==> src/rtl/lsu_mem_access.sv <==
// lsu_mem_access: load/store unit for the execute/memory stage.
// Takes one decoded memory request at a time. It performs the access on a
// 64-bit req/ack bus and returns sign- or zero-extended load data for
// write-back. Only one transaction is in flight at a time.
//
// Ports
//   clock, reset        system clock; asynchronous active-high reset
//   in_valid/in_ready   upstream handshake
//   mem_read/mem_write  access enables
//   load_type           001 lb, 101 lbu, 010 lh, 110 lhu, 011 lw, 111 lwu, 100 ld
//   store_type          100 sb, 101 sh, 110 sw, 111 sd
//   addr, store_data    effective byte address, rs2 value
//   rd_idx              destination register
//   bus_*               doubleword bus; bus_req held until ack or timeout
//   out_valid/out_ready downstream handshake
//   out_rdata           extended load data (0 unless out_wen)
//   out_rd_idx, out_wen register write-back index and enable
//   out_misalign        misaligned access, no bus transaction issued
//   out_err             illegal request or bus timeout
module lsu_mem_access #(
   parameter int unsigned TIMEOUT_CYC = 255
) (
   input  logic        clock,
   input  logic        reset,
   input  logic        in_valid,
   output logic        in_ready,
   input  logic        mem_read,
   input  logic        mem_write,
   input  logic [2:0]  load_type,
   input  logic [2:0]  store_type,
   input  logic [63:0] addr,
   input  logic [63:0] store_data,
   input  logic [4:0]  rd_idx,
   output logic        bus_req,
   output logic        bus_we,
   output logic [63:0] bus_addr,
   output logic [63:0] bus_wdata,
   output logic [7:0]  bus_wmask,
   input  logic        bus_ack,
   input  logic [63:0] bus_rdata,
   output logic        out_valid,
   input  logic        out_ready,
   output logic [63:0] out_rdata,
   output logic [4:0]  out_rd_idx,
   output logic        out_wen,
   output logic        out_misalign,
   output logic        out_err
);

   typedef enum logic [1:0] {
      IDLE = 2'd0,
      BUS  = 2'd1,
      RESP = 2'd2
   } state_t;

   localparam logic [9:0] TIMER_LAST = 10'(TIMEOUT_CYC - 1);

   state_t      state;
   state_t      state_next;

   logic        accept;
   logic        is_illegal;
   logic        is_misalign;
   logic        is_bubble;
   logic [1:0]  acc_size;      // 0 byte, 1 half, 2 word, 3 double
   logic        acc_unsigned;
   logic [7:0]  st_mask;
   logic [63:0] st_data;

   logic        req_load;
   logic [1:0]  req_size;
   logic        req_unsigned;
   logic [2:0]  req_lane;
   logic [9:0]  timer;

   logic [63:0] ld_raw;
   logic [63:0] ld_ext;

   assign in_ready  = (state == IDLE) & ~reset;
   assign accept    = in_valid & in_ready;
   assign bus_req   = (state == BUS);
   assign out_valid = (state == RESP);

   // Request decode. Store codes with bit 2 clear are not defined, so they
   // are rejected together with the explicit "none" encoding.
   always_comb begin
      acc_size     = 2'd0;
      acc_unsigned = 1'b0;
      if (mem_read) begin
         acc_size     = (load_type[1:0] == 2'b00) ? 2'd3 : (load_type[1:0] - 2'd1);
         acc_unsigned = load_type[2] & (load_type[1:0] != 2'b00);
      end else if (mem_write) begin
         acc_size = store_type[1:0];
      end

      is_illegal = (mem_read & mem_write)
                 | (mem_read & (load_type == 3'b000))
                 | (mem_write & ~store_type[2]);
      is_bubble  = ~mem_read & ~mem_write;

      case (acc_size)
         2'd0:    is_misalign = 1'b0;
         2'd1:    is_misalign = addr[0];
         2'd2:    is_misalign = |addr[1:0];
         default: is_misalign = |addr[2:0];
      endcase
   end

   // Store lane steering: strobes shifted to the byte lane, data replicated
   // across the doubleword so every lane carries the right bytes.
   always_comb begin
      case (acc_size)
         2'd0: begin
            st_mask = 8'h01 << addr[2:0];
            st_data = {8{store_data[7:0]}};
         end
         2'd1: begin
            st_mask = 8'h03 << addr[2:0];
            st_data = {4{store_data[15:0]}};
         end
         2'd2: begin
            st_mask = 8'h0F << addr[2:0];
            st_data = {2{store_data[31:0]}};
         end
         default: begin
            st_mask = 8'hFF;
            st_data = store_data;
         end
      endcase
   end

   // Load extraction from the returned doubleword.
   always_comb begin
      ld_raw = bus_rdata >> {req_lane, 3'b000};
      case (req_size)
         2'd0:    ld_ext = req_unsigned ? {56'd0, ld_raw[7:0]}  : {{56{ld_raw[7]}},  ld_raw[7:0]};
         2'd1:    ld_ext = req_unsigned ? {48'd0, ld_raw[15:0]} : {{48{ld_raw[15]}}, ld_raw[15:0]};
         2'd2:    ld_ext = req_unsigned ? {32'd0, ld_raw[31:0]} : {{32{ld_raw[31]}}, ld_raw[31:0]};
         default: ld_ext = ld_raw;
      endcase
   end

   always_comb begin
      state_next = state;
      case (state)
         IDLE: begin
            if (accept) begin
               if (is_illegal | is_misalign | is_bubble)
                  state_next = RESP;
               else
                  state_next = BUS;
            end
         end
         BUS: begin
            // ack on the final count still completes normally
            if (bus_ack || (timer == TIMER_LAST))
               state_next = RESP;
         end
         RESP: begin
            if (out_ready)
               state_next = IDLE;
         end
         default: state_next = IDLE;
      endcase
   end

   always_ff @(posedge clock or posedge reset) begin
      if (reset)
         state <= IDLE;
      else
         state <= state_next;
   end

   always_ff @(posedge clock or posedge reset) begin
      if (reset) begin
         req_load     <= 1'b0;
         req_size     <= 2'd0;
         req_unsigned <= 1'b0;
         req_lane     <= 3'd0;
         timer        <= '0;
         bus_we       <= 1'b0;
         bus_addr     <= '0;
         bus_wdata    <= '0;
         bus_wmask    <= '0;
         out_rdata    <= '0;
         out_rd_idx   <= '0;
         out_wen      <= 1'b0;
         out_misalign <= 1'b0;
         out_err      <= 1'b0;
      end else begin
         case (state)
            IDLE: begin
               if (accept) begin
                  req_load     <= mem_read & ~mem_write;
                  req_size     <= acc_size;
                  req_unsigned <= acc_unsigned;
                  req_lane     <= addr[2:0];
                  timer        <= '0;
                  bus_we       <= mem_write;
                  bus_addr     <= {addr[63:3], 3'b000};
                  bus_wdata    <= mem_write ? st_data : '0;
                  bus_wmask    <= mem_write ? st_mask : '0;
                  out_rdata    <= '0;
                  out_rd_idx   <= rd_idx;
                  out_wen      <= 1'b0;
                  out_err      <= is_illegal;
                  out_misalign <= ~is_illegal & is_misalign;
               end
            end
            BUS: begin
               if (bus_ack) begin
                  if (req_load && (out_rd_idx != 5'd0)) begin
                     out_wen   <= 1'b1;
                     out_rdata <= ld_ext;
                  end
               end else if (timer == TIMER_LAST) begin
                  out_err <= 1'b1;
               end else begin
                  timer <= timer + 10'd1;
               end
            end
            default: ;
         endcase
      end
   end

endmodule

==> config.mk <==
export PLATFORM = sky130hd
export DESIGN_NAME = lsu_mem_access
export DESIGN_NICKNAME = d
export VERILOG_FILES = /design/src/rtl/lsu_mem_access.sv
export SDC_FILE = /design/constraint.sdc
export NUM_CORES = 1
export LEC_CHECK = 0
export BUFFER_PORTS_ARGS = -buffer_cell sky130_fd_sc_hd__buf_2
export CAP_MARGIN = 5
export CORE_AREA = 2 2 201 203
export CTS_BUF_LIST = sky130_fd_sc_hd__clkbuf_16
export CTS_CLUSTER_DIAMETER = 120
export CTS_CLUSTER_SIZE = 14
export DETAILED_ROUTE_END_ITERATION = 8
export DIE_AREA = 0 0 203 205
export MAX_ROUTING_LAYER = met4
export PLACE_DENSITY = 0.51
export SLEW_MARGIN = 20
export SYNTH_ARGS = -nofsm -noshare
export SYNTH_HDL_FRONTEND = slang
export SYNTH_SLANG_ARGS = --single-unit
export TNS_END_PERCENT = 100
==> constraint.sdc <==
create_clock -name clock -period 7.8 [get_ports clock]
set_input_delay 1.17 -clock clock [delete_from_list [all_inputs] [get_ports clock]]
set_output_delay 1.17 -clock clock [all_outputs]
set_load 0.01 [all_outputs]
# Word level (Yosys, flattened, before mapping)
# Cells that the tools add are included.
# classes
div,0
reduce_logical,17
addsub,2
shift,4
eq_ne,15
bitwise_logic,18
mul,0
muxes,34
order_cmp,0
# op_table
op,count
two-way mux 64 bit,7
case mux 64 bit (3 select lines),2
case mux 64 bit (2 select lines),1
right shift 64 x 6 -> 64 bit,1
two-way mux 10 bit,3
case mux 8 bit (3 select lines),1
case mux 10 bit (2 select lines),1
two-way mux 2 bit,7
AND reduction 4 bit,3
adder 10 x 1 -> 10 bit (second input constant),1
equality test 10 x 8 -> 1 bit (second input constant),1
!= test 2 x 1 -> 1 bit (second input constant),5
AND 1 bit,9
logical NOT 2 bit,4
two-way mux 8 bit,1
left shift 1 x 3 -> 8 bit (first input constant),1
left shift 2 x 3 -> 8 bit (first input constant),1
left shift 4 x 3 -> 8 bit (first input constant),1
two-way mux 1 bit,7
equality test 2 x 1 -> 1 bit (second input constant),3
equality test 2 bit (second input constant),3
!= test 2 bit (second input constant),3
case mux 2 bit (3 select lines),1
NOT 1 bit,5
other kinds (13),18
# totals
input_bits,210
memories,0
word_cells,105
register_bits,225
rom_bits,0
latchBits,0
output_inout_bits,212
ramBits,0

# Depth between registers and ports, before layout
# logic_depth
word_depth,10
mapped_depth,12
depth_no_buf,11

# Least setup slack after synthesis
# No wires, ideal clock.
# synth_timing
path_kind,input to register
startpoint,in mem_read
endpoint,reg bus_wdata[10]
setup_slack_ns,4.583
required_ns,7.667
t_arrival_ns,3.084
path_buffers,4
stages,10
path_cell_list,clkbuf_1 -> mux2_2 -> inv_1 -> ha_1 -> clkbuf_1 -> buf_1 -> clkbuf_1 -> nor2_1 -> a21oi_1 -> o21ai_0
# synth_via
elab_chain_len,4
word_cells_on_any_way,6
classes_between,eq/ne (2); mux (3); reduce/logical (1)
# synth_lines
item,line_no,rtl
"start, declared",27,"input logic mem_read,"
two-way mux 2 bit (*),89,if (mem_read) begin
named net acc_size[1],65,logic [1:0] acc_size;
equality test 2 bit (tied with other cells),112,case (acc_size)
case mux 64 bit (3 select lines) (*),112,
two-way mux 64 bit (*),201,bus_wdata <= mem_write ? st_data : '0;
"end signal, assigned",201,
"end, declared",37,"output logic [63:0] bus_wdata,"
# Mark *: on every way through the listed nets, which the timed path passes. The rest lies on a longest branch.
# A chain may end at the register's enable or synchronous reset.

# Worst setup path after layout
# layout_timing
startpoint,reg req_lane[1]
endpoint,reg out_rdata[33]
# layout_via
elab_chain_len,6
word_cells_on_any_way,8
classes_between,shift (1); mux (7)
# layout_lines
item,line_no,rtl
"start, declared",73,logic [2:0] req_lane;
"start signal, assigned",197,req_lane <= addr[2:0];
right shift 64 x 6 -> 64 bit (*),134,"ld_raw = bus_rdata >> {req_lane, 3'b000};"
"two-way mux 64 bit, on equally long branches","138, 136, 137",
case mux 64 bit (3 select lines) (*),135,case (req_size)
two-way mux 64 bit (*),212,if (req_load && (out_rd_idx != 5'd0)) begin
two-way mux 64 bit (*),211,if (bus_ack) begin
case mux 64 bit (2 select lines) (*),191,case (state)
"end signal, assigned",214,out_rdata <= ld_ext;
"end, declared",43,"output logic [63:0] out_rdata,"
# Mark *: on every way between the ends. The rest lies on a longest branch, timed or not. The select of a mux whose other input is x is not followed.

==> results_dict.tcl <==
set metrics [dict create \
    firstDrtPassIters 5 \
    crit_fanout 62 \
    cts_root_buffer "clkbuf_16" \
    critPathKind "reg -> reg" \
    wl_per_cell_um 19.5 \
    ys_top_cells_by_area "dfrtp_1 (48%), nand2_1 (12%), mux2i_1 (4.3%)" \
    power_frac_clock 0.186 \
    via_per_inst 5.03 \
    hold_viol 0 \
    reg2reg_from "req_lane[1]$_DFFE_PP0P_" \
    finalWirelength_mm 42.6 \
    cpMostUsedCell "buf_4" \
    p_leak_nw 7.55 \
    ys_seq_area_frac 0.481 \
    drive_above_1_share 0.305 \
    grt_usage 0.205 \
    cts-resized-gates 0 \
    ir_drop_mv 0.167 \
    cpMaxStageDelayCell "buf_4" \
    cts_tree "yes" \
    cts_made_buffers 20 \
    maxSlewHeadroom 0.342 \
    fp.coreArea_mm2 0.0394 \
    hp-start "bus_addr[12]$_DFFE_PP0P_" \
    die_area_mm2 0.0416 \
    antenna_found_initial 3 \
    required_ns 8.16 \
    slowest_delay_ns 0.66 \
    drt-initial-drc-count 790 \
    synth.avg_cell_area_um2 8.98 \
    ys_seq_elements 225 \
    drv_slew 0 \
    crit_path_start_kind "flip-flop" \
    rsz0062_at_grt "false" \
    syn-instance-count 1304 \
    die_w_um 203 \
    ios 422 \
    gp_congestion 0.886 \
    synth-warning-count 0 \
    worst_pin_slew_ns 0.984 \
    drc 0 \
    nets 1871 \
    final.fill_count 4120 \
    rrSetupSlack_ns 4.39 \
    grt_overflow 0 \
    hpwl_mm 30.6 \
    p_per_area_mw_per_mm2 343 \
    p_comb_frac 0.452 \
    ant_nets 0 \
    synth_common_cells "nand2_1 (369), dfrtp_1 (225), o21ai_0 (84)" \
    clock_sinks 225 \
    power_switching_mw 2.15 \
    synth_cell_type_count 63 \
    grt_max_degree 83 \
    grt_pass1_wl_mm 65.0 \
    synth.cell_area_mm2 0.0117 \
    cts_hold_buf 0 \
    syn2layout_area_growth_pct 25.3 \
    io_buffers 418 \
    yosysTopAreaCell "dfrtp_1" \
    end_kind "flip-flop" \
    p_seq_frac 0.362 \
    fmax_ghz 0.293 \
    max-cap-violations 0 \
    synth_edf_count 0 \
    fin_skew_ns 0.0154 \
    intPower_mw 2.89 \
    design_area_mm2 0.0147 \
    htree_levels 1 \
    clkLatencyLatePin_ns 0.52 \
    start_util 0.297 \
    timing.final.crit_share 0.438 \
    grt_pass1_vias 11082 \
    setup_viol 0 \
    synth_ff_type "dfrtp_1" \
    vias 10974 \
    dpl_cell_area_mm2 0.0141 \
    finalSetupTns_ns 0 \
    p_sw_frac 0.427 \
    hold_class "reg -> reg" \
    outcome "complete, no violations" \
    clk_pin_slew_ns 0.08 \
    die_h_um 205 \
    ctsLongestPathBuffers 3 \
    startpoint "req_lane[1]$_DFFE_PP0P_" \
    yosysTopAreaCellShare 0.481 \
    postCtsSetupRepairBufs 0 \
    post-synth-top-count-cell "nand2_1" \
    synth-async-reset-ratio 1.00 \
    path_cells "buf_4 -> mux2_2 -> o2bb2a_4 -> and3_1 -> nor4_4 -> buf_4 -> o31ai_1" \
    worstPathArrival_ns 3.78 \
    layout_min_cycle_time_ns 3.41 \
    rows 73 \
]
## critical path, delay by kind of cell (launching register included)
family                 cells  cell delay, ns
buffers and inverters      2            1.10
AO/OA/AOI/OAI              2            0.36
multiplexers               1            0.45
AND/OR/NAND/NOR            2            0.91
flip-flops                 1            0.40
## power groups by stage
stage / sequential, mW / combinational, mW / clock, mW
after floorplan: 1.95 / 1.29 / 0
after global placement: 1.83 / 2.28 / 0
after detailed placement: 1.83 / 2.30 / 0
after CTS: 1.83 / 2.30 / 0.977
after global routing: 1.88 / 2.50 / 1.01
final: 1.82 / 2.28 / 0.939
## placed cells by master, fill, tap and decap left out, drive strengths merged, types with 10 or more instances in the layout
cell / netlist / layout
a211oi: 22 / 22
a21oi: 73 / 73
a221o: 14 / 14
a221oi: 10 / 10
a22o: 17 / 17
a22oi: 13 / 13
buf: 40 / 432
clkbuf: 68 / 21
dfrtp: 225 / 225
inv: 13 / 15
mux2: 12 / 12
mux2i: 51 / 51
mux4: 10 / 10
nand2: 369 / 369
nand2b: 19 / 19
nand3: 25 / 25
nor2: 61 / 61
nor2b: 34 / 34
nor3: 13 / 13
o21ai: 84 / 84
o31ai: 34 / 34
## per-layer routing
layer / global-route usage / vias to the layer above / wire length, um
li1: - / 5199 / -
met1: 0.271 / 5273 / 18600
met2: 0.314 / 438 / 19500
met3: 0.0396 / 64 / 3150
met4: 0.0701 / 0 / 1350
met5: - / - / 0
## flip-flops by register name, summed over array words and instances (netlist names)
name	cells
out_rd_idx	5
req_load	1
req_unsigned	1
bus_wdata	64
out_rdata	64
req_lane	3
out_err	1
timer	10
out_wen	1
state	2
bus_addr	61
req_size	2
bus_we	1
bus_wmask	8
out_misalign	1
## stage by stage
step            util  setup slack [ns]  hold WS [ns]  power [mW]  instances
3_5_place_dp   0.359              3.89         0.455        4.13       2155
4_1_cts        0.373              4.40         0.474        5.10       2179
5_1_grt        0.373              4.20         0.499        5.39       2182
6_report       0.373              4.39         0.467        5.04       2182
3_3_place_gp   0.359              3.96         0.447        4.12       2155
2_1_floorplan      -             0.467         0.431        3.24       1306
## cell families after synthesis
| family | Yosys count | synth area share |
|---|---|---|
| AO/OA/AOI/OAI | 319 | 0.182 |
| XOR/XNOR | 7 | 0.00524 |
| adder cells (fa/ha/maj) | 9 | 0.00962 |
| buffers and inverters | 121 | 0.0462 |
| flip-flops | 225 | 0.481 |
| multiplexers | 73 | 0.0754 |
| other | 1 | 0.000320 |
| AND/OR/NAND/NOR | 549 | 0.201 |
## layout make-up
type	instances	area [um^2]	share of cell area
multi-input cells	960	5570	0.380
diodes	3	7.51	0.000511
flip-flops and latches	225	5640	0.384
well taps	525	657	0.0448
clock inverters	3	23.8	0.00162
clock buffers	21	526	0.0358
inverters	13	56.3	0.00384
repair buffers	432	2200	0.150
## path summary, 6_finish.rpt
path,to,depth (start not counted)
max,out_rdata[33]$_DFFE_PP0P_,7
min,bus_addr[12]$_DFFE_PP0P_,2
max reg2reg,out_rdata[33]$_DFFE_PP0P_,7
min reg2reg,bus_addr[12]$_DFFE_PP0P_,2
max in group asynchronous,req_lane[0]$_DFFE_PP0P_,3
min in group asynchronous,bus_addr[3]$_DFFE_PP0P_,2
(Power assumes the default switching activity.)
